==> src/rtl/regfile_sb.sv <==
// Parametrised integer register file with per-register busy scoreboard, flush and live busy count.
// Define REGFILE_BYPASS_EN to forward a same-cycle writeback onto matching read ports.
module regfile_sb #(
   parameter int unsigned  XLEN  = 32,
   parameter int unsigned  NREGS = 32,
   parameter int unsigned  NRD   = 2,
   localparam int unsigned AW    = $clog2(NREGS)
) (
   input  logic              clk_i,
   input  logic              reset_i,
   input  logic [NRD*AW-1:0] raddr_i,
   output logic [NRD*XLEN-1:0] rdata_o,
   output logic [NRD-1:0]    rbusy_o,
   input  logic              we_i,
   input  logic [AW-1:0]     waddr_i,
   input  logic [XLEN-1:0]   wdata_i,
   input  logic              issue_i,
   input  logic [AW-1:0]     issue_rd_i,
   input  logic              flush_i,
   output logic [AW:0]       busy_cnt_o,
   output logic              any_busy_o
);

   logic [XLEN-1:0]  regs_q [NREGS];
   logic [NREGS-1:0] busy_q, busy_d;
   logic [AW:0]      cnt_q, cnt_d;
   logic             any_q, any_d;
   logic             wr_en, iss_en;
   logic             cnt_inc, cnt_dec;

   // x0 is never written nor marked busy; flush squashes the issue
   assign wr_en  = we_i && (waddr_i != '0);
   assign iss_en = issue_i && (issue_rd_i != '0) && !flush_i;

   // A same-register issue+write leaves the bit set, so it never decrements
   assign cnt_inc = iss_en && !busy_q[issue_rd_i];
   assign cnt_dec = wr_en && busy_q[waddr_i] && !(iss_en && (issue_rd_i == waddr_i));

   always_comb begin
      busy_d = busy_q;
      cnt_d  = cnt_q;
      if (wr_en)  busy_d[waddr_i]    = 1'b0;
      if (iss_en) busy_d[issue_rd_i] = 1'b1;
      if (flush_i) begin
         busy_d = '0;
         cnt_d  = '0;
      end else begin
         cnt_d = cnt_q + (AW+1)'(cnt_inc) - (AW+1)'(cnt_dec);
      end
      any_d = (cnt_d != '0);
   end

   always_ff @(posedge clk_i or negedge reset_i) begin
      if (!reset_i) begin
         busy_q <= '0;
         cnt_q  <= '0;
         any_q  <= 1'b0;
      end else begin
         busy_q <= busy_d;
         cnt_q  <= cnt_d;
         any_q  <= any_d;
      end
   end

   always_ff @(posedge clk_i or negedge reset_i) begin
      if (!reset_i) begin
         for (int r = 0; r < int'(NREGS); r++) regs_q[r] <= '0;
      end else if (wr_en) begin
         regs_q[waddr_i] <= wdata_i;
      end
   end

   // Combinational read ports
   always_comb begin
      logic [AW-1:0] ra;
      ra      = '0;
      rdata_o = '0;
      rbusy_o = '0;
      for (int i = 0; i < int'(NRD); i++) begin
         ra = raddr_i[i*AW +: AW];
         rdata_o[i*XLEN +: XLEN] = regs_q[ra];
         rbusy_o[i]              = busy_q[ra];
`ifdef REGFILE_BYPASS_EN
         if (reset_i && wr_en && (waddr_i == ra)) begin
            rdata_o[i*XLEN +: XLEN] = wdata_i;
            rbusy_o[i]              = issue_i && (issue_rd_i == ra);
         end
`endif
      end
   end

   assign busy_cnt_o = cnt_q;
   assign any_busy_o = any_q;

endmodule

==> config.mk <==
export PLATFORM = sky130hd
export DESIGN_NAME = regfile_sb
export DESIGN_NICKNAME = d
export VERILOG_FILES = /design/src/rtl/regfile_sb.sv
export SDC_FILE = /design/constraint.sdc
export NUM_CORES = 2
export LEC_CHECK = 0
export BUFFER_PORTS_ARGS = -buffer_cell sky130_fd_sc_hd__clkbuf_2
export CAP_MARGIN = 20
export CORE_MARGIN = 5
export CORE_UTILIZATION = 55
export CTS_CLUSTER_SIZE = 28
export DETAILED_ROUTE_END_ITERATION = 16
export HOLD_SLACK_MARGIN = 0.05
export PLACE_DENSITY = 0.71
export SLEW_MARGIN = 15
export SYNTH_ARGS = -nofsm -noshare
export SYNTH_HDL_FRONTEND = slang
export SYNTH_SLANG_ARGS = --single-unit
==> constraint.sdc <==
create_clock -name clk_i -period 3.3 [get_ports clk_i]
set_input_delay 0.66 -clock clk_i [delete_from_list [all_inputs] [get_ports clk_i]]
set_output_delay 0.66 -clock clk_i [all_outputs]
set_load 0.005 [all_outputs]
==> flow_summary_export.csv <==
group,metric,value,unit
floorplanning,placementRows,117,
power,ir_worst_vdd,0.435,mV
floorplanning,pin_count,130,
placement,port_buffers,129,
routing,avgRoutedWirePerCell,33.5,µm
routing,vias,35300,
clocking,cts-htree-levels,3,
timing,max_freq,301,MHz
routing,viasPerCell,6.98,
timing,drv_slew,0,
logic_synthesis,ys_ff_latch,1063,
floorplanning,die_width,331,µm
floorplanning,initial_utilization,55.6,%
critical_path,crit_arrival,2.66,ns
routing,drtIter0Drc,3963,
global_route,globalRouteTotalUtil,31.0,%
timing,relSlewSlack,38.3,%
timing,finalHoldViolCount,0,
routing,first_pass_iters,7,
critical_path,cp.required,2.64,ns
clocking,cts_made_buffers,115,
floorplanning,die-area,0.110,mm²
global_route,grt_max_degree,134,
clocking,cts-root-buf,"clkbuf_16",
timing,fin_tns_setup,-0.0884,ns
critical_path,critPathMaxFanout,3,
power,power_density,595,mW/mm²
logic_synthesis,ys_seq_area_share,46.9,%
floorplanning,fp.dieH,331,µm
global_route,grt_overflow_total,0,
critical_path,critPathLaunchType,"flop",
clocking,cts_tree,"built",
global_route,grt_busiest_layer,"met2",
clocking,clockBufferDepth,3,
timing,finalCriticalPeriod,3.32,ns
timing,worst_slack,-0.0186,ns
logic_synthesis,postSynthAreaPerCell,16.6,µm²
timing,tightest_slew,0.923,ns
timing,rsz0062_at_grt,"true",
global_route,grtUsageMet3,5.56,%
global_route,grt_pass1_vias,37800,
logic_synthesis,synth_edf_count,0,
clocking,cts_sinks,1063,
routing,routed_wl,170000,µm
global_route,met1_usage,43.8,%
layout,final_common_cell,"dfrtp_1",
logic_synthesis,synth_cells,3422,
power,power.total,39.7,mW
floorplanning,core,0.102,mm²
global_route,gr-usage-met2,49.7,%
timing,finClkSkew,0.00696,ns
routing,detail-route-antenna-nets,0,
logic_synthesis,synth.distinct_cells,43,
clocking,clk_pin_slew,0.06,ns
critical_path,slowest_delay,0.49,ns
critical_path,cp_top_family,"multiplexers",
critical_path,cp_num_buf_inv,2,
clocking,clk_latency,0.70,ns
critical_path,critPathKind,"flop to output pin",
layout,final_nets,3665,
critical_path,path_cells,"buf_6 -> mux4_2 -> mux4_2 -> mux2_4 -> buf_6",
placement,gp_congestion,0.870,
layout,syn_to_final_growth,17.7,%
layout,final_cell_mix,"dfrtp_1, mux2_2, mux4_2",
flow_run,cap_violations,0,
layout,drive_gt1_share,65.9,%
status,violations,"setup timing",
logic_synthesis,netlist_area,0.0567,mm²
global_route,grt_pass1_wl,252000,µm
critical_path,cp_slowest_cell,"mux4_2",
status,outcome,"finished, violations left",
hold_path,min_path_type,"flop to flop",
logic_synthesis,synth_fp_nets,3486,
global_route,antenna_found_initial,5,
timing,setup_viol,7,
logic_synthesis,async_flop_share,100,%
logic_synthesis,synth-main-ff-cell,"dfrtp_1",
logic_synthesis,ys.warnings.count,0,
critical_path,end_kind,"output pin",
power,p_leak,28.9,nW
routing,route.detailed.drc,0,
timing,fin_crit_sh,101,%
placement,dp_hpwl,98000,µm
==> repair_timing <==
action                                  in CTS  in global routing
hold buffers                                 1                  0
hold endpoints to repair                    18                  0
resized for setup                           51                 57
setup buffers                               21                 23
pin swaps                                    0                  4
endpoints found under the setup margin      63                 53
cloned                                       9                 23
==> cell families (layout without fill, tap and decap cells) <==
logic type | after synthesis | after routing | share of synthesized area, %
compound gates | 64 | 64 | 0.719
xor+xnor | 10 | 10 | 0.154
fa+ha+maj | 7 | 7 | 0.168
buf+inv | 407 | 676 | 3.09
flops | 1063 | 1063 | 46.9
mux | 1744 | 1744 | 47.9
other cells | 0 | 3 | 0
simple gates | 127 | 127 | 1.08
==> where the power goes <==
| part | internal, mW | switching [mW] | total, mW |
|---|---|---|---|
| clock network | 8.43 | 5.42 | 13.8 |
| logic | 5.48 | 3.09 | 8.57 |
| registers | 15.4 | 1.82 | 17.3 |
==> registers in the layout (all words and copies together) (netlist names) <==
name,flops
any_busy_o,1
regs_q,1024
busy_q,32
busy_cnt_o,6
==> worst paths after layout <==
path	start	endpoint	slack [ns]	cells after the start
worst max-delay path	busy_q[11]	rbusy_o[0]	-0.02	5
worst min-delay path	regs_q[1021]	regs_q[1021]	0.40	0
worst max register to register	busy_q[8]	any_busy_o	-0.01	15
worst min register to register	regs_q[1021]	regs_q[1021]	0.40	0
max in group asynchronous	reset_i	regs_q[336]	1.73	3
min in group asynchronous	reset_i	busy_q[12]	0.47	2
==> per-stage QoR <==
| stage | util [%] | instances | setup slack, ns | hold slack [ns] | cell area (µm²) |
|---|---|---|---|---|---|
| 5_1_grt | 65.4 | 5060 | -0.123 | 0.411 | 66700 |
| 4_1_cts | 64.5 | 5014 | -0.0508 | 0.396 | 65800 |
| 6_report | 65.4 | 5062 | -0.0186 | 0.397 | 66800 |
| 3_5_place_dp | 59.8 | 4776 | -0.533 | 0.383 | 61000 |
| 3_3_place_gp | 59.8 | 4776 | -0.491 | 0.376 | 61000 |
| 2_1_floorplan | - | 3422 | -0.0590 | 0.364 | 56800 |
==> area by class of cell <==
cell class	count	area [µm²]
tap	1368	1710
sequential	1063	26600
inverter	6	22.5
antenna	3	7.51
timing repair buffer	463	5680
clock inverter	36	581
clock buffer	171	3490
fill	6903	35300
multi-input combinational	1952	28700
==> worst register-to-register path: stages (launching register included) <==
cell	delay (ns)
dfrtp_2	0.44
buf_4	0.15
mux2_2	0.25
a22oi_1	0.20
o221ai_1	0.15
mux2i_1	0.16
a31oi_1	0.14
ha_1	0.32
inv_2	0.05
ha_4	0.15
fa_2	0.36
a21o_1	0.20
a21oi_2	0.13
xor2_1	0.20
a21o_1	0.16
o211ai_1	0.10
==> Yosys cell counts (5+ instances only) <==
cell type,instances,area share [%]
dfrtp_1,1063,47
mux2_2,1063,21
mux4_2,669,27
clkbuf_1,225,1.5
buf_2,109,0.96
buf_1,49,0.32
nor2_1,46,0.30
nand2_1,34,0.23
a22oi_1,23,0.30
a21oi_1,16,0.14
o21ai_0,14,0.12
buf_4,12,0.16
mux2i_1,12,0.21
nor3_1,7,0.062
buf_6,6,0.12
ha_1,6,0.13
inv_1,6,0.040
nor2b_1,5,0.055
xnor2_1,5,0.077
xor2_1,5,0.077
==> per-layer routing <==
metal | vias up | routed length, µm
met1 | 19400 | 67100
met3 | 358 | 14000
met2 | 1788 | 82900
met5 | - | 7
met4 | 2 | 5730
li1 | 13800 | -
(Power assumes the default switching activity.)
